File: src/rtl/mux_7seg_pkg.sv
// Shared definitions for the multiplexed seven-segment driver: segment
// pattern type and the active-low gfedcba patterns for all sixteen codes.
package mux_7seg_pkg;

    typedef logic [6:0] seg7_t;

    localparam seg7_t SEG_0     = 7'b1000000;
    localparam seg7_t SEG_1     = 7'b1111001;
    localparam seg7_t SEG_2     = 7'b0100100;
    localparam seg7_t SEG_3     = 7'b0110000;
    localparam seg7_t SEG_4     = 7'b0011001;
    localparam seg7_t SEG_5     = 7'b0010010;
    localparam seg7_t SEG_6     = 7'b0000010;
    localparam seg7_t SEG_7     = 7'b1111000;
    localparam seg7_t SEG_8     = 7'b0000000;
    localparam seg7_t SEG_9     = 7'b0011000;
    localparam seg7_t SEG_A     = 7'b0001000;
    localparam seg7_t SEG_B     = 7'b0000011;
    localparam seg7_t SEG_C     = 7'b1000110;
    localparam seg7_t SEG_D     = 7'b0100001;
    localparam seg7_t SEG_E     = 7'b0000110;
    localparam seg7_t SEG_F     = 7'b0001110;
    localparam seg7_t SEG_BLANK = 7'b1111111;

endpackage

File: src/rtl/mux_7seg_driver_seg7_encode.sv
// Combinational nibble-to-segment encoder. Codes 10..15 show letters only
// when hex_mode is set, otherwise they fall back to the "0" pattern.
module seg7_encode
    import mux_7seg_pkg::*;
(
    input  logic [3:0] nibble,
    input  logic       hex_mode,
    output seg7_t      pattern
);

    // Look up the active-low pattern for the current nibble
    always_comb begin
        pattern = SEG_0;
        case (nibble)
            4'h0: pattern = SEG_0;
            4'h1: pattern = SEG_1;
            4'h2: pattern = SEG_2;
            4'h3: pattern = SEG_3;
            4'h4: pattern = SEG_4;
            4'h5: pattern = SEG_5;
            4'h6: pattern = SEG_6;
            4'h7: pattern = SEG_7;
            4'h8: pattern = SEG_8;
            4'h9: pattern = SEG_9;
            4'hA: pattern = hex_mode ? SEG_A : SEG_0;
            4'hB: pattern = hex_mode ? SEG_B : SEG_0;
            4'hC: pattern = hex_mode ? SEG_C : SEG_0;
            4'hD: pattern = hex_mode ? SEG_D : SEG_0;
            4'hE: pattern = hex_mode ? SEG_E : SEG_0;
            4'hF: pattern = hex_mode ? SEG_F : SEG_0;
        endcase
    end

endmodule

File: src/rtl/mux_7seg_driver.sv
// Time-multiplexed seven-segment display driver. A prescaler divides clk into
// digit slots; each slot starts with one all-off cycle to avoid ghosting, then
// drives the selected digit from the display register.
// Optional feature: define LEADING_ZERO_BLANK_EN to blank leading zero digits.
module mux_7seg_driver
    import mux_7seg_pkg::*;
#(
    parameter int N_DIGITS      = 4,
    parameter int REFRESH_DIV   = 50000,
    parameter int HEX_MODE      = 0,
    parameter int AN_ACTIVE_LOW = 1,
    localparam int IDX_W        = (N_DIGITS > 1) ? $clog2(N_DIGITS) : 1
) (
    input  logic                  clk,
    input  logic                  rst,
    input  logic                  load,
    input  logic [4*N_DIGITS-1:0] value,
    input  logic [N_DIGITS-1:0]   dp_in,
    output logic [6:0]            seg,
    output logic                  dp,
    output logic [N_DIGITS-1:0]   an,
    output logic [IDX_W-1:0]      digit_idx
);

    localparam int PRESC_W = $clog2(REFRESH_DIV);
    localparam logic [N_DIGITS-1:0] AN_OFF = {N_DIGITS{AN_ACTIVE_LOW != 0}};

    logic [PRESC_W-1:0]    presc;
    logic [PRESC_W-1:0]    presc_next;
    logic                  slot_start;
    logic [IDX_W-1:0]      idx_next;
    logic [4*N_DIGITS-1:0] disp_val;
    logic [N_DIGITS-1:0]   disp_dp;
    logic [3:0]            cur_nibble;
    logic                  cur_dp;
    logic [N_DIGITS-1:0]   an_onehot;
    seg7_t                 cur_pattern;
    seg7_t                 shown_pattern;

    // Prescaler and digit index advance; the output registers are loaded from
    // the next-state values so an/seg stay aligned with the slot they belong to
    always_comb begin
        slot_start = (presc == PRESC_W'(REFRESH_DIV - 1));
        presc_next = slot_start ? '0 : presc + PRESC_W'(1);
        idx_next   = digit_idx;
        if (slot_start) begin
            if (digit_idx == IDX_W'(N_DIGITS - 1))
                idx_next = '0;
            else
                idx_next = digit_idx + IDX_W'(1);
        end
    end

    // Select nibble, decimal point and enable bit of the digit about to be driven
    always_comb begin
        cur_nibble = '0;
        cur_dp     = 1'b0;
        an_onehot  = '0;
        for (int unsigned k = 0; k < N_DIGITS; k++) begin
            if (idx_next == IDX_W'(k)) begin
                cur_nibble   = disp_val[4*k +: 4];
                cur_dp       = disp_dp[k];
                an_onehot[k] = 1'b1;
            end
        end
    end

    seg7_encode u_encode (
        .nibble   (cur_nibble),
        .hex_mode (HEX_MODE != 0),
        .pattern  (cur_pattern)
    );

`ifdef LEADING_ZERO_BLANK_EN
    logic [IDX_W-1:0] top_nz;

    // Locate the most significant nonzero digit; digits above it are blanked
    always_comb begin
        top_nz = '0;
        for (int unsigned k = 0; k < N_DIGITS; k++) begin
            if (disp_val[4*k +: 4] != 4'h0)
                top_nz = IDX_W'(k);
        end
        shown_pattern = (idx_next > top_nz) ? SEG_BLANK : cur_pattern;
    end
`else
    assign shown_pattern = cur_pattern;
`endif

    // Scan state, display register and registered outputs
    always_ff @(posedge clk or posedge rst) begin
        if (rst) begin
            presc     <= '0;
            digit_idx <= '0;
            disp_val  <= '0;
            disp_dp   <= '0;
            seg       <= SEG_BLANK;
            dp        <= 1'b1;
            an        <= AN_OFF;
        end else begin
            presc     <= presc_next;
            digit_idx <= idx_next;
            if (load) begin
                disp_val <= value;
                disp_dp  <= dp_in;
            end
            if (slot_start) begin
                seg <= SEG_BLANK;
                dp  <= 1'b1;
                an  <= AN_OFF;
            end else begin
                seg <= shown_pattern;
                dp  <= ~cur_dp;
                an  <= (AN_ACTIVE_LOW != 0) ? ~an_onehot : an_onehot;
            end
        end
    end

endmodule

File: config.mk
export PLATFORM = sky130hd
export DESIGN_NAME = mux_7seg_driver
export DESIGN_NICKNAME = d
export VERILOG_FILES = /design/src/rtl/mux_7seg_pkg.sv /design/src/rtl/mux_7seg_driver_seg7_encode.sv /design/src/rtl/mux_7seg_driver.sv
export SDC_FILE = /design/constraint.sdc
export NUM_CORES = 1
export LEC_CHECK = 0
export CAP_MARGIN = 20
export CORE_MARGIN = 2
export CORE_UTILIZATION = 40
export DETAILED_ROUTE_END_ITERATION = 6
export HOLD_SLACK_MARGIN = 0.08
export PLACE_DENSITY = 0.66
export SLEW_MARGIN = 20
export SYNTH_ARGS = -nofsm -noshare
export SYNTH_HDL_FRONTEND = slang
export SYNTH_SLANG_ARGS = --single-unit
File: constraint.sdc
create_clock -name clk -period 3.3 [get_ports clk]
set_clock_uncertainty 0.1 [all_clocks]
set_input_delay 0.33 -clock clk [delete_from_list [all_inputs] [get_ports clk]]
set_output_delay 0.33 -clock clk [all_outputs]
set_load 0.01 [all_outputs]
==> results summary, run 1 <==
The TritonCTS clock tree is done. The top-area cell type share of the netlist area is 41.6%. After synthesis, the most frequently instantiated cells are sky130_fd_sc_hd__dfrtp_1 (38), sky130_fd_sc_hd__mux2_2 (22), sky130_fd_sc_hd__nand2_1 (15). The share of power burned in the clock network is between 20% and 30%. The per-cell routed wire length is ~13 um. The synthesized netlist net count is 207. Input and output buffers added on the ports amount to 36. The area enclosed by the die boundary is around 0.0063 mm2. From left edge to right edge, the die measures between 70 and 80 um. For the worst flop-to-flop path, the logic depth is 9. The worst setup path is launched from a flip-flop. The count of boundary I/O pins is 37. The worst register-to-register path ends at seg[4]. The final hold violation count came to 0. The clock insertion delay at the later pin of the skew report came out at 300 ps. The remaining global-route overflow came out at 0.

By area the synthesized netlist is led by sky130_fd_sc_hd__dfrtp_1 (42%), sky130_fd_sc_hd__dfstp_2 (14%), sky130_fd_sc_hd__mux2_2 (11%). The actual transition at the worst max-transition pin came out at about 860 ps. The relative slew slack is 42.5%. The sequential cell area in the final layout is 0.00127 mm2. The synthesized design contains 0 enable-type register cells. The worst path required time came out at approximately 3400 ps. The number of antenna repair diodes came out at 0. The pin count of the biggest net entering global routing came out at 51.

The final period demand of the worst path is 2800 ps. The number of buffers inserted by hold repair at cts is 0. The layout cell share with drive strength beyond 1 is between 20% and 30%. The unique cell type count in the Yosys netlist came out at 44. The number of buffers added by the clock tree synthesis step came out at 5.

The global-route wire length before repair came out at ~7000 um. The total wirelength of the detailed-routed design came out at about 4000 um. The post-synthesis sequential area ratio is approximately 55%. The internal portion of the total power is around 900 uW. The worst path arrival time came out at 2890 ps. The max-capacitance violation count came out at 0. The mean area per synthesized cell is between 10 and 15 um2. After legalization and detailed placement, the total HPWL measured 2880 um.

Of all nets on the critical path, the largest fanout is 11. At the end of routability-driven placement, the weighted congestion stood at between 0.8 and 0.9. The worst setup path is captured at a flip-flop. Summing every instance area after synthesis gives approximately 0.0023 mm2.

The final critical path takes up 84.7% of the cycle. Across all layers, the routed design uses 1479 vias. The starting utilization of the core area is about two fifths.

Among all flip-flop cells after synthesis, the most frequent one is sky130_fd_sc_hd__dfrtp_1. The worst setup path is of the flip-flop to flip-flop kind. The maximum frequency from static timing analysis came out at 358 MHz.

Using the TritonRoute via totals, the vias-per-cell ratio works out to ~5. The sequential share of power is just under 60%. The via count of the first global-routing pass is 1429. Across all register-to-register paths, the minimum setup slack is a little over 500 ps.

The switching power summed over all nets is ~270 uW. The run finished with clean final reports. The area added between synthesis and finish came out at 23.6%. The switching share of power came out at a little under a quarter. The y dimension of the die is around 80 um. The share of total power in combinational logic came out at approximately an eighth.

The number of routed nets with antenna violations came out at 0. The total number of H-tree levels came out at 2. In this run, post-CTS repair resized a total of 0 instances. The number of DRC markers after the initial detailed-route iteration came out at 75. With fillers left out, the area of the finished cells amounts to between 0.002 and 0.003 mm2.

The cell count after synthesis came out at 182. The total number of placement rows came out at 27. The clock passes through at most 2 buffers. In the post-synthesis netlist, the cell with the most instances is sky130_fd_sc_hd__dfrtp_1. The clock root buffer is sky130_fd_sc_hd__clkbuf_8. The startpoint identified for the worst register-to-register timing path is presc[0]. The critical path starts at presc[0].

In this run the cell area measured after placement is 0.00274 mm2. In the final layout, the multi-input gates occupy about 970 um2. The static leakage power came out at approximately 1.2 nW. In the final design database the tool counted roughly 250 nets. In this run the power density over the cells is 413 mW/mm2. The share of flip-flops with an asynchronous set or reset came out at between 90% and 100%. The number of iterations in the first detailed-routing pass is 4. The accumulated negative setup slack is 0 ps. The tightest min-delay check is of the primary input to async pin type.

The number of clock sinks seen by CTS is 50. The number of synthesized register bits came out at 50. The core area is approximately 0.0055 mm2.

The number of pins with negative max-slew slack in the final report is 0. The count of warnings emitted by yosys came out at 0. The layout filler cell count is about 500. The number of buffers inserted to repair setup after CTS came out at 0. Of all cell types, the one taking the most synthesized area is sky130_fd_sc_hd__dfrtp_1. The combined global-route utilization of all metal layers came out at 14.0%. The number of antenna violations at the first check in global routing was 0. The end of the critical path is seg[4]. The worst supply voltage drop on vdd is about 0.00024 V. In the routed design, unresolved DRC markers number 0. Setup repair after global routing left no endpoint under its margin. Clock-pin slew was measured on the worst setup and hold paths at roughly 90 ps. The setup violation total in the final timing report came out at 0.
==> routing by layer <==
layer / up-vias / wire length, um / global-route usage (%) / share of wire (%)
li1: 725 / - / - / -
met1: 715 / 2010 / 21.3 / 50
met2: 37 / 1790 / 19.9 / 45
met3: 2 / 178 / 4.07 / 4.5
met4: 0 / 10 / 2.59 / 0.25
met5: - / 0 / 0 / 0
==> registers in the layout (all words and copies together), names as in the netlist <==
name,flops
disp_val,16
presc,16
seg,7
an,4
disp_dp,4
digit_idx,2
dp,1
==> placed cells by master (no fill, tap or decap), types with 2 or more instances in the layout <==
cell	synthesis	layout
sky130_fd_sc_hd__a32oi_1	2	2
sky130_fd_sc_hd__dfstp_2	12	12
sky130_fd_sc_hd__and4bb_2	2	2
sky130_fd_sc_hd__and3_1	3	3
sky130_fd_sc_hd__dfrtp_1	38	38
sky130_fd_sc_hd__clkbuf_8	0	5
sky130_fd_sc_hd__nor2_1	13	13
sky130_fd_sc_hd__mux2i_1	2	2
sky130_fd_sc_hd__nand3_1	6	6
sky130_fd_sc_hd__xor2_1	6	6
sky130_fd_sc_hd__clkdlybuf4s50_1	0	36
sky130_fd_sc_hd__buf_4	0	5
sky130_fd_sc_hd__mux2i_4	2	2
sky130_fd_sc_hd__or3_1	3	3
sky130_fd_sc_hd__mux2_2	22	22
sky130_fd_sc_hd__o21ai_0	2	2
sky130_fd_sc_hd__inv_1	4	3
sky130_fd_sc_hd__nand4b_1	2	2
sky130_fd_sc_hd__nand4_1	4	4
sky130_fd_sc_hd__xnor2_1	9	9
sky130_fd_sc_hd__a21oi_1	6	6
sky130_fd_sc_hd__nand2_1	15	15
sky130_fd_sc_hd__ha_1	2	2
sky130_fd_sc_hd__clkinv_2	0	2
==> worst max-delay path: stages (launching register included) <==
cell                       delay [ps]
sky130_fd_sc_hd__dfrtp_1          410
sky130_fd_sc_hd__ha_1             190
sky130_fd_sc_hd__and3_1           250
sky130_fd_sc_hd__nand4_2          180
sky130_fd_sc_hd__mux2i_4          290
sky130_fd_sc_hd__inv_2            150
sky130_fd_sc_hd__nand2_1           70
sky130_fd_sc_hd__a32oi_1          670
sky130_fd_sc_hd__mux2_2           280
sky130_fd_sc_hd__o221ai_1          90
==> stage by stage <==
step | cells | hold slack [ps] | power, mW | worst slack [ps] | util, %
4_1_cts | 296 | 411 | 1.18 | 503 | 51.3
3_5_place_dp | 288 | 390 | 0.840 | 543 | 49.8
6_report | 296 | 392 | 1.17 | 504 | 51.4
5_1_grt | 296 | 432 | 1.23 | 263 | 51.4
2_1_floorplan | 182 | 368 | 0.772 | 877 | -
3_3_place_gp | 288 | 386 | 0.838 | 629 | 49.8
==> power groups by stage <==
stage	combinational [mW]	clock, mW	sequential, mW
floorplan	0.0847	0	0.688
global placement	0.151	0	0.687
detailed placement	0.153	0	0.687
CTS	0.154	0.356	0.675
global route	0.167	0.389	0.679
finish	0.151	0.343	0.674
==> how the worst min path moves through the flow <==
stage	startpoint	endpoint	slack [ps]	cells after the start
2_1_floorplan	presc[2]	presc[2]	370	1
3_3_place_gp	disp_dp[3]	disp_dp[3]	390	1
3_5_place_dp	disp_dp[1]	disp_dp[1]	390	1
4_1_cts	disp_dp[1]	disp_dp[1]	410	1
5_1_grt	presc[2]	presc[2]	430	1
6_report	rst	disp_dp[2]	390	2
==> area by class of cell <==
class / count / area share [%]
Timing Repair Buffer: 41 / 14.1
Clock buffer: 6 / 2.57
Multi-Input combinational cell: 120 / 34.2
Sequential cell: 50 / 44.8
Clock inverter: 2 / 0.487
Tap cell: 72 / 3.19
Inverter: 5 / 0.708
==> cells by family (layout without fill, tap and decap cells) <==
logic type / after synthesis / count (layout) / synth area share (%)
simple gates: 56 / 56 / 13.8
flops: 50 / 50 / 55.3
mux: 28 / 28 / 15.3
compound gates: 18 / 18 / 5.85
xor+xnor: 15 / 15 / 5.74
buf+inv: 12 / 54 / 2.40
fa+ha+maj: 3 / 3 / 1.59
Note: power is estimated with default switching activity, not from simulation.
==> run 2: changes to the inputs <==
Settings changed: PLACE_DENSITY 0.66 to 0.68.
Clock period 3.3 ns to 2.33 ns, I/O delays scaled along.
==> results summary, run 2 (same netlist as run 1, synthesis figures left out) <==
The final hold violation count came out at 0 (unchanged). The clock root buffer is sky130_fd_sc_hd__clkbuf_8 (unchanged). The placement-stage worst setup slack came out at -147 ps (was 543 ps). The highest fanout seen on the critical path came out at 5 (was 11). The pin count of the biggest net entering global routing is 51 (unchanged). The instance area after placement came out at 0.00294 mm2 (was 0.00274 mm2). The count of boundary I/O pins is 37 (unchanged). Top flop regs: disp_val: 16 flops, presc: 16 flops, seg: 7 flops (unchanged). The via density per instance is 4.97 (was 5.00). Outcome: finished with violations (was finished, final reports clean). The starting utilization of the core area is 41.6% (unchanged). The half-perimeter wire length of the detailed placement result is 3110 um (was 2880 um). The per-cell routed wire length is 14.1 um (was 13.4 um). The relative slew slack came out at 58.9% (was 42.5%). The checks that failed: setup timing. The area enclosed by the die boundary came out at 0.00634 mm2 (unchanged). The number of clock sinks seen by CTS is 50 (unchanged). The final period demand of the worst path came out at 2510 ps (was 2800 ps).

The DRC violations left is 0 (unchanged). The launching element of the worst setup path is presc[10] (was presc[0]). The number of buffer cells added on primary ports came to 36 (unchanged). The layout cell share with drive strength beyond 1 came out at 44.8% (was 26.8%). The max-capacitance violation count was 0 (unchanged). The area added between synthesis and finish came out at 42.8% (was 23.6%). The TritonCTS clock tree is done (unchanged). The final standard cell area without fillers came to 0.00327 mm2 (was 0.00283 mm2). The kind of capture point of the worst setup path is a flip-flop (unchanged).

RSZ-0062 raised after global routing: true (was false). The number of antenna violations at the first check in global routing came out at 0 (unchanged). The power consumption was 1.75 mW (was 1.17 mW). The total number of H-tree levels is 2 (unchanged). The number of routed nets with antenna violations is 0 (unchanged). The number of iterations in the first detailed-routing pass was 5 (was 4).

The worst setup slack after layout came out at -177 ps (was 504 ps). The core area came to 0.00551 mm2 (unchanged). The die span in x came out at 79.6 um (unchanged). The via count of the first global-routing pass is 1651 (was 1429).

The number of pins with negative max-slew slack in the final report came out at 0 (unchanged). The maximum frequency from static timing analysis was 399 MHz (was 358 MHz). The number of DRC markers after the initial detailed-route iteration came out at 51 (was 75). The worst hold path class was primary input to async pin (unchanged). The worst path arrival time is 2620 ps (was 2890 ps). The layout filler cell count is 453 (was 502).

The total placed cells including tap cells came out at 310 (was 288). The number of antenna repair diodes is 0 (unchanged). The y dimension of the die is 79.6 um (unchanged). Highest-count cells in the layout ignoring fill and taps: sky130_fd_sc_hd__dfrtp_1 (37), sky130_fd_sc_hd__clkdlybuf4s50_1 (36), sky130_fd_sc_hd__buf_4 (34) (was sky130_fd_sc_hd__dfrtp_1 (38), sky130_fd_sc_hd__clkdlybuf4s50_1 (36), sky130_fd_sc_hd__mux2_2 (22)). The number of buffers added by the clock tree synthesis step is 5 (unchanged). The accumulated negative setup slack is -991 ps (was 0 ps). The logic depth of the worst register-to-register path is 8 (was 9). The actual transition at the worst max-transition pin came out at 617 ps (was 860 ps). The worst path required time came out at 2450 ps (was 3390 ps). The startpoint type of the worst setup path is a flip-flop (unchanged).

The worst slack on hold paths came out at 295 ps (was 392 ps). The clock insertion delay at the later pin of the skew report is 310 ps (was 300 ps). The critical path class is flip-flop to flip-flop (unchanged). The total number of placement rows came to 27 (unchanged). The filler-free cell count of the finished design was 333 (was 296). The via total after detailed routing is 1654 (was 1479). The power per cell area is 537 mW/mm2 (was 413 mW/mm2). The static leakage power is 1.41 nW (was 1.18 nW). The worst supply voltage drop on vdd is 0.000325 V (was 0.000244 V). The total wirelength of the detailed-routed design is 4700 um (was 3980 um). The number of nets in the layout came to 285 (was 248). The largest buffer count on any clock path is 2 (unchanged).

The global-route wire length before repair is 7720 um (was 6870 um). The clock transition time at the flip-flop clock pins of the worst setup and hold paths came out at 90 ps (about the same). The final weighted congestion in routability-driven placement is 0.756 (was 0.808).

The combined global-route utilization of all metal layers came to 15.9% (was 14.0%). The most common cell after layout, fill and taps aside was sky130_fd_sc_hd__dfrtp_1 (unchanged). The startpoint of the worst register-to-register path is presc[10] (was presc[0]). The final worst-path cycle share came to 108% (was 84.7%). The final standard cell utilization of the core came to 59.3% (was 51.4%).

The remaining global-route overflow came out at 0 (unchanged). The setup violation total in the final timing report came out at 7 (was 0).
-- run 2: metal layers --
metal	share of wire [%]	up-vias	global-route usage, %
met5	0	-	0
met4	1.4	0	5.52
met3	4.6	9	4.98
met2	48	36	25.6
met1	46	809	20.2
li1	-	800	-
-- run 2: timing repair --
item	CTS	global route
pin swaps	3	13
endpoints found under the setup margin	7	7
gates cloned	1	0
hold buffers	0	0
setup buffers	5	9
gates resized for setup	11	20
-- run 2: report_power, final --
group	internal (mW)	switching, mW	leakage, nW	total (mW)
combinational	0.169	0.105	0.763	0.273
clock	0.240	0.282	0.0482	0.522
sequential	0.931	0.0271	0.596	0.958
total	1.34	0.414	1.41	1.75
-- run 2: layout make-up --
class,count,area [um2],area share [%]
multi-input cells,120,1090,33.4
inverters,5,21.3,0.651
clock inverters,1,5.00,0.153
flip-flops and latches,50,1270,38.8
repair buffers,78,706,21.6
clock buffers,7,86.3,2.64
well taps,72,90.1,2.76
-- run 2: final timing paths --
kind                               to  slack (ps)
setup / recovery               seg[0]        -180
hold reg to reg            disp_dp[1]         410
min in group clk           disp_dp[1]         410
setup reg to reg               seg[0]        -180
max in group asynchronous    presc[4]        1390
hold / removal             disp_dp[3]         300
-- run 2: worst max-delay path: stages, from the launching register on --
cell,delay (ps)
sky130_fd_sc_hd__dfrtp_1,430
sky130_fd_sc_hd__nor4b_4,330
sky130_fd_sc_hd__and4_4,300
sky130_fd_sc_hd__mux2i_4,330
sky130_fd_sc_hd__buf_6,180
sky130_fd_sc_hd__a21oi_4,40
sky130_fd_sc_hd__a32oi_4,320
sky130_fd_sc_hd__xnor2_2,130
sky130_fd_sc_hd__o31ai_2,250
==> run 3: changes to the inputs <==
Settings changed: REMOVE_ABC_BUFFERS set to 1.
==> results summary, run 3 (same netlist as run 1, synthesis figures left out) <==
Violated checks: setup timing (unchanged). The number of routed nets with antenna violations is 0 (unchanged). The layout cell share with drive strength beyond 1 is 43.3% (was 44.8%).

RSZ-0062 raised after global routing: true (unchanged). The core area is 0.00551 mm2 (unchanged). The instance area after placement came out at 0.00295 mm2 (was 0.00294 mm2).

The final weighted congestion in routability-driven placement came to 0.823 (was 0.756). The remaining global-route overflow is 0 (unchanged). The share of total power in combinational logic was 15.9% (was 15.6%). The highest fanout seen on the critical path came out at 7 (was 5).

The number of DRC markers after the initial detailed-route iteration was 43 (was 51). The half-perimeter wire length of the detailed placement result came out at 3280 um (was 3110 um). The worst path required time came out at 2440 ps (was 2450 ps). The met3 layer wire length in the routed design was 151 um (was 217 um).

The total placed cells including tap cells is 316 (was 310). The worst setup slack after layout came out at -154 ps (was -177 ps). The power consumption is 1.74 mW (was 1.75 mW). The worst hold path class was primary input to async pin (unchanged). The met2 layer wire length in the routed design came out at 2520 um (was 2270 um).

The number of antenna repair diodes was 0 (unchanged). The highest signal layer in the routed design is met4 (unchanged). The number of nets in the layout is 286 (was 285). The worst supply voltage drop on vdd is 0.000315 V (was 0.000325 V). The sequential share of power is 55.4% (was 54.7%). The kind of capture point of the worst setup path was a flip-flop (unchanged). The DRC violations left is 0 (unchanged).

The total wirelength of the detailed-routed design came out at 4850 um (was 4700 um). The placement-stage worst setup slack was -253 ps (was -147 ps). The share of power burned in the clock network was 28.7% (was 29.8%).

The final worst-path cycle share is 107% (was 108%). The total number of placement rows is 27 (unchanged). The worst path arrival time is 2600 ps (was 2620 ps). The pin count of the biggest net entering global routing is 21 (was 51).

The end of the worst register-to-register path is seg[6] (was seg[0]). The number of clock sinks seen by CTS came out at 50 (unchanged). The actual transition at the worst max-transition pin came out at 354 ps (was 617 ps).

The max-capacitance violation count came to 0 (unchanged). The maximum frequency from static timing analysis was 403 MHz (was 399 MHz). The clock transition time at the flip-flop clock pins of the worst setup and hold paths was 90 ps (about the same). The number of iterations in the first detailed-routing pass came out at 4 (was 5). The via density per instance came out at 5.00 (was 4.97).

Top flop regs: disp_val: 16 flops, presc: 16 flops, seg: 7 flops (unchanged). The number of buffers added by the clock tree synthesis step came out at 5 (unchanged). The routed metal-1 wire length came to 2120 um (was 2140 um). The setup violation total in the final timing report is 7 (unchanged). The starting utilization of the core area came out at 41.6% (unchanged). The per-cell routed wire length came out at 14.6 um (was 14.1 um). Highest-count cells in the layout ignoring fill and taps: sky130_fd_sc_hd__dfrtp_1 (38), sky130_fd_sc_hd__clkdlybuf4s50_1 (36), sky130_fd_sc_hd__buf_4 (35) (was sky130_fd_sc_hd__dfrtp_1 (37), sky130_fd_sc_hd__clkdlybuf4s50_1 (36), sky130_fd_sc_hd__buf_4 (34)). The number of antenna violations at the first check in global routing is 0 (unchanged). Outcome: finished with violations (unchanged).

The static leakage power is 1.41 nW (about the same). The area added between synthesis and finish is 43.7% (was 42.8%). The final period demand of the worst path came to 2480 ps (was 2510 ps). The combined global-route utilization of all metal layers was 16.2% (was 15.9%).

The worst slack on hold paths is 118 ps (was 295 ps). The count of boundary I/O pins was 37 (unchanged). The most common cell after layout, fill and taps aside is sky130_fd_sc_hd__dfrtp_1 (unchanged). The relative slew slack came to 75.9% (was 58.9%).

The final hold violation count was 0 (unchanged). The number of buffer cells added on primary ports came out at 36 (unchanged). The internal power contribution is 1.34 mW (about the same). The switching power summed over all nets came out at 402 uW (was 414 uW).

The via count of the first global-routing pass is 1682 (was 1651). The number of buffers inserted by hold repair at cts is 0 (unchanged). The TritonCTS clock tree is done (unchanged). The startpoint of the worst register-to-register path is presc[0] (was presc[10]). The switching share of power came out at 23.1% (was 23.6%). The filler-free cell count of the finished design came to 333 (unchanged). The slack of the worst reg-to-reg path came out at -150 ps (was -180 ps). The clock root buffer is sky130_fd_sc_hd__clkbuf_8 (unchanged). The y dimension of the die is 79.6 um (unchanged).

The global-route wire length before repair came out at 7900 um (was 7720 um). The area enclosed by the die boundary came out at 0.00634 mm2 (unchanged). The critical path class is flip-flop to flip-flop (unchanged). The via total after detailed routing is 1665 (was 1654).

The logic depth of the worst register-to-register path is 10 (was 8). The final standard cell area without fillers is 0.00329 mm2 (was 0.00327 mm2). The clock insertion delay at the later pin of the skew report came out at 300 ps (was 310 ps). The die span in x is 79.6 um (unchanged). The final standard cell utilization of the core is 59.7% (was 59.3%). The accumulated negative setup slack came to -686 ps (was -991 ps). The largest buffer count on any clock path came to 2 (unchanged). The power per cell area is 529 mW/mm2 (was 537 mW/mm2). The startpoint type of the worst setup path is a flip-flop (unchanged).

The number of pins with negative max-slew slack in the final report is 0 (unchanged). The total number of H-tree levels is 2 (unchanged).
==> run 3: changes by cell type in the layout (fill, tap and decap cells not counted), sizes merged <==
cell	before	now
buf	42	43
clkinv	1	0
==> run 3: power by group through the flow <==
stage	Sequential, mW	Combinational, mW	Clock (mW)
2_1_floorplan	0.974	0.110	0
3_3_place_gp	0.973	0.228	0
3_5_place_dp	0.973	0.232	0
4_1_cts	0.961	0.268	0.524
5_1_grt	0.970	0.300	0.551
6_report	0.963	0.277	0.499
==> run 3: how the worst max path moves through the flow <==
stage,cells after the start,slack [ps],end,start
6_report,10,-150,seg[6],presc[0]
5_1_grt,9,-230,seg[6],presc[4]
4_1_cts,9,-80,seg[0],presc[7]
3_5_place_dp,7,-250,seg[2],presc[4]
3_3_place_gp,7,-230,seg[2],presc[4]
2_1_floorplan,8,-620,seg[4],presc[0]
==> run 3: metal layers <==
layer / vias to the layer above / track usage, %
li1: 799 / -
met1: 824 / 19.8
met5: - / 0
met3: 10 / 4.30
met2: 32 / 28.5
met4: 0 / 3.97
==> run 3: critical path, stage by stage (launching register included) <==
cell	delay (ps)
sky130_fd_sc_hd__dfrtp_1	390
sky130_fd_sc_hd__ha_1	210
sky130_fd_sc_hd__and3_4	170
sky130_fd_sc_hd__nand4_2	130
sky130_fd_sc_hd__mux2i_4	400
sky130_fd_sc_hd__inv_4	90
sky130_fd_sc_hd__nand2_2	120
sky130_fd_sc_hd__a32oi_4	140
sky130_fd_sc_hd__buf_6	160
sky130_fd_sc_hd__or3_1	370
sky130_fd_sc_hd__o211ai_1	120
==> run 3: final cells by class <==
cell class / count / area [um2]
fill: 440 / 2220
sequential: 50 / 1270
multi-input combinational: 120 / 1120
timing repair buffer: 79 / 707
tap: 72 / 90.1
clock buffer: 7 / 86.3
inverter: 5 / 21.3
==> run 3: timing repair <==
action / in CTS / in global routing
endpoints found under the setup margin: 7 / 7
setup buffers: 7 / 2
gates resized for setup: 30 / 8
gates cloned: 2 / 0
pin swaps: 9 / 5
==> RTL change 1: new RTL, config.mk and constraints of run 3 <==
Build with the macro `LEADING_ZERO_BLANK_EN` defined.
--- a/src/rtl/mux_7seg_driver.sv
+++ b/src/rtl/mux_7seg_driver.sv
@@ -4,2 +4,4 @@
 // Optional feature: define LEADING_ZERO_BLANK_EN to blank leading zero digits.
+`define LEADING_ZERO_BLANK_EN
+
 module mux_7seg_driver
Check against the original RTL: no difference found for any inputs over 10 cycles, from zero or initial values and one cycle with rst high; that may be too few to reach the edited logic, so the function may still have changed.
==> RTL change 1 against run 3 <==
First-iteration DRC count grew 95%; via count grew 15%; global-route usage grew 1.2 points; sequential cell count is the same; total power grew 7.4%; sequential power grew 0.4%; setup slack lost 0.032 ns; the flow still finishes with violations (negative setup slack); final area grew 5.8%; area after synthesis grew 6.0%; utilization shrank 0.62 points; routed wire length grew 12%.
==> RTL change 1: results (changes against run 3) <==
Outcome
  • Status: complete, but fails checks (unchanged)
  • Failing checks: negative setup slack (unchanged)

Logic synthesis
  • Gate Count Post-Synth: 204 (was 182)
  • Seq/Total Area, Yosys: 52.2% (was 55.3%)
  • Post-synth top cells: dfrtp_1, nand2_1, mux2_2, nor2_1, dfstp_2 (was dfrtp_1, mux2_2, nand2_1, nor2_1, dfstp_2)
  • Yosys cell types: 54 (was 44)
  • Ranking of synthesized cells by area: dfrtp_1, dfstp_2, mux2_2 (unchanged)

Power and ir drop
  • Leak: 1.50 nW (was 1.41 nW)
  • Peak VDD IR: 0.318 mV (was 0.315 mV)

Critical path
  • WP data arrival: 2.65 ns (was 2.60 ns)
  • CP max FO: 6 (was 7)
  • Slowest-stage cell, CP: dfrtp_1 (was mux2i_4)

Route
  • Drt wl/cell: 14.8 um (was 14.6 um)
  • Routed WL: 5450 um (was 4850 um)
  • Vias/cell: 5.19 (was 5.00)
  • 1st-iter DRT viols: 84 (was 43)

Global route
  • Tot GR Track Use: 17.5% (was 16.2%)
  • Vias in the first global route: 1879 (was 1682)
  • First-pass GRT wire length: 8910 um (was 7900 um)
  • Largest net degree at the start of global routing: 30 (was 21)

STA
  • Setup_tns: -1.04 ns (was -0.686 ns)
  • Final setup vio count: 7 (unchanged)
  • PnR worst setup slack: -0.186 ns (was -0.154 ns)
  • Actual slew at the worst max-slew pin: 0.470 ns (was 0.354 ns)

Clock tree
  • Post-CTS sizing: 14 (was 30)
  • CTS Root Cell: clkbuf_8 (unchanged)
  • Clk pin slew, worst setup/hold paths: 0.10 ns

Placed design
  • Place WS: -0.215 ns (was -0.253 ns)
  • Placed Cells: 346 (was 316)
  • GP Congestion: 0.790 (was 0.823)

Finish
  • Layout Nets: 318 (was 286)
  • Layout cells sized above 1: 41.3% (was 43.3%)
  • Largest regs: disp_val (16), presc (16), seg (7) (unchanged)
[RTL change 1: cell families (layout without fill, tap and decap cells)]
logic type / Yosys count / in the layout / synth area share (%)
compound gates: 29 / 29 / 11.0
xor+xnor: 15 / 15 / 5.42
fa+ha+maj: 4 / 4 / 2.01
buf+inv: 12 / 101 / 2.84
flops: 50 / 50 / 52.2
mux: 24 / 24 / 12.0
simple gates: 70 / 70 / 14.5
[RTL change 1: final cells by class]
class	instances	area (um^2)
fillers	483	2410
inverters	4	15.0
clock inverters	3	45.0
flip-flops and latches	50	1270
multi-input cells	142	1170
well taps	75	93.8
repair buffers	89	822
clock buffers	5	68.8
[RTL change 1: worst reg2reg max path, cell delays in order, from the launching register on]
cell	delay (ns)
dfrtp_1	0.40
ha_2	0.21
and3_4	0.18
and4_4	0.18
mux2i_4	0.21
buf_6	0.13
a311oi_2	0.28
a32oi_1	0.10
buf_4	0.18
or3_4	0.37
o211ai_1	0.11
[RTL change 1: final timing paths]
check | endpoint | cells past startpoint | from | slack, ns
min in group clk | disp_val[3] | 1 | disp_val[3] | 0.42
max reg2reg | seg[6] | 10 | presc[1] | -0.19
min | disp_val[5] | 2 | rst | 0.15
max | seg[6] | 10 | presc[1] | -0.19
min reg2reg | disp_val[3] | 1 | disp_val[3] | 0.42
max in group asynchronous | dp | 3 | rst | 1.38
[RTL change 1: where the power goes]
part	switching [mW]	total (mW)	leakage (nW)	internal, mW
registers	0.0353	0.967	0.596	0.931
logic	0.112	0.282	0.851	0.171
clock network	0.299	0.619	0.0504	0.320
[RTL change 1: metal layers]
metal	share of wire [%]	GRT usage (%)	up-vias
li1	-	-	905
met1	45	23.7	945
met2	49	27.1	48
met3	3.8	3.63	11
met4	2.3	7.50	0
met5	0	0	-
==> RTL change 2: new RTL, config.mk and constraints of run 3 <==
Without the edit above. Register the output `seg` once more; this adds one clock of latency there. The other outputs are not delayed to match.
--- a/src/rtl/mux_7seg_driver.sv
+++ b/src/rtl/mux_7seg_driver.sv
@@ -26,2 +26,4 @@
     localparam logic [N_DIGITS-1:0] AN_OFF = {N_DIGITS{AN_ACTIVE_LOW != 0}};
+
+    logic [6:0] seg_s0;
 
@@ -96,3 +98,3 @@
             disp_dp   <= '0;
-            seg       <= SEG_BLANK;
+            seg_s0    <= SEG_BLANK;
             dp        <= 1'b1;
@@ -107,3 +109,3 @@
             if (slot_start) begin
-                seg <= SEG_BLANK;
+                seg_s0 <= SEG_BLANK;
                 dp  <= 1'b1;
@@ -111,3 +113,3 @@
             end else begin
-                seg <= shown_pattern;
+                seg_s0 <= shown_pattern;
                 dp  <= ~cur_dp;
@@ -118,2 +120,6 @@
 
+    always_ff @(posedge clk) begin
+        seg <= seg_s0;
+    end
+
 endmodule
Check against the original RTL: not equivalent (a bounded check fails within 4 cycles, from zero or initial values and one cycle with rst high).
==> RTL change 2 against run 3 <==
The flow still finishes with violations (negative setup slack); synthesized cell count grew 3.8%; clock power is 74% higher; critical path depth unchanged; final area up 5.0%; via count rose by 2.0%; sequential cell count grew 7; setup slack improved by 0.022 ns; routed wire length decreased by 2.7%; area after synthesis up 6.1%; hold slack improved by 0.15 ns; die area increased by 5.8%; total power grew 28%; critical endpoint is now seg_s0[3]; highest routed layer unchanged.
==> RTL change 2: results (changes against run 3) <==
Outcome
  • Status: complete, but fails checks (unchanged)
  • Failing checks: negative setup slack (unchanged)

Finish
  • Largest regs: disp_val (16), presc (16) (was disp_val (16), presc (16), seg (7))
  • Layout cells sized above 1: 41.6% (was 43.3%)
  • Layout Nets: 294 (was 286)

Global route
  • GR Util met3: 5.71% (was 4.30%)
  • GRT met1 Usage: 21.9% (was 19.8%)
  • Largest net degree at the start of global routing: 51 (was 21)
  • Tot GR Track Use: 16.9% (was 16.2%)
  • GRT met2 Usage: 24.2% (was 28.5%)

STA
  • PnR worst setup slack: -0.132 ns (was -0.154 ns)
  • Final setup vio count: 7 (unchanged)
  • Actual slew at the worst max-slew pin: 0.617 ns (was 0.354 ns)

Power and ir drop
  • Clock group power: 0.867 mW (was 0.499 mW)
  • Comb power: 0.257 mW (was 0.277 mW)
  • Int Power: 1.72 mW (was 1.34 mW)
  • Sw Ratio: 22.8% (was 23.1%)
  • Leak: 1.49 nW (was 1.41 nW)
  • Peak VDD IR: 0.303 mV (was 0.315 mV)

Route
  • 1st-iter DRT viols: 69 (was 43)
  • Drt wl/cell: 13.5 um (was 14.6 um)
  • Vias/cell: 4.87 (was 5.00)
  • WL met2: 2130 um (was 2520 um)

Logic synthesis
  • XOR/XNOR Fraction of Synth Area: 5.41% (was 5.74%)
  • Gate Count Post-Synth: 189 (was 182)
  • Yosys cell types: 45 (was 44)
  • Ranking of synthesized cells by area: dfrtp_1, dfstp_2, mux2_2 (unchanged)
  • Synth Area in Compound Gates: 5.51% (was 5.85%)
  • Post-synthesis async set-or-reset flop share: 87.7% (was 100%)

Clock tree
  • Post-CTS sizing: 25 (was 30)
  • Clk pin slew, worst setup/hold paths: 0.06 ns (was 0.09 ns)

Critical path
  • Critical path capture point: seg_s0[3] (was seg[6])

Placed design
  • Placed Cells: 323 (was 316)
  • GP Congestion: 0.772 (was 0.823)
[RTL change 2: changes by cell type after synthesis]
cell	before	now
dfxtp_1	0	7
[RTL change 2: final cells by class]
class | instances | area [um^2]
fill | 493 | 2430
multi-input combinational | 120 | 1070
clock buffer | 12 | 135
tap | 75 | 93.8
clock inverter | 4 | 45.0
inverter | 5 | 21.3
sequential | 57 | 1410
timing repair buffer | 76 | 682
[RTL change 2: worst max-delay path, cell delays in order, from the launching register on]
cell and delay (ns):
dfrtp_1 0.42, nor4b_4 0.34, nand4_2 0.19, mux2i_4 0.28
buf_6 0.17, inv_4 0.06, nand2_2 0.08, a32oi_4 0.13
buf_6 0.15, or3_1 0.38, nand4_1 0.09
[RTL change 2: logic make-up after synthesis]
group | Yosys count
and+or+nand+nor | 56
AOI/OAI and AO/OA | 18
muxes | 28
xor gates and xnor gates | 15
adders and majority gates | 3
DFF | 57
buffers and inverters | 12
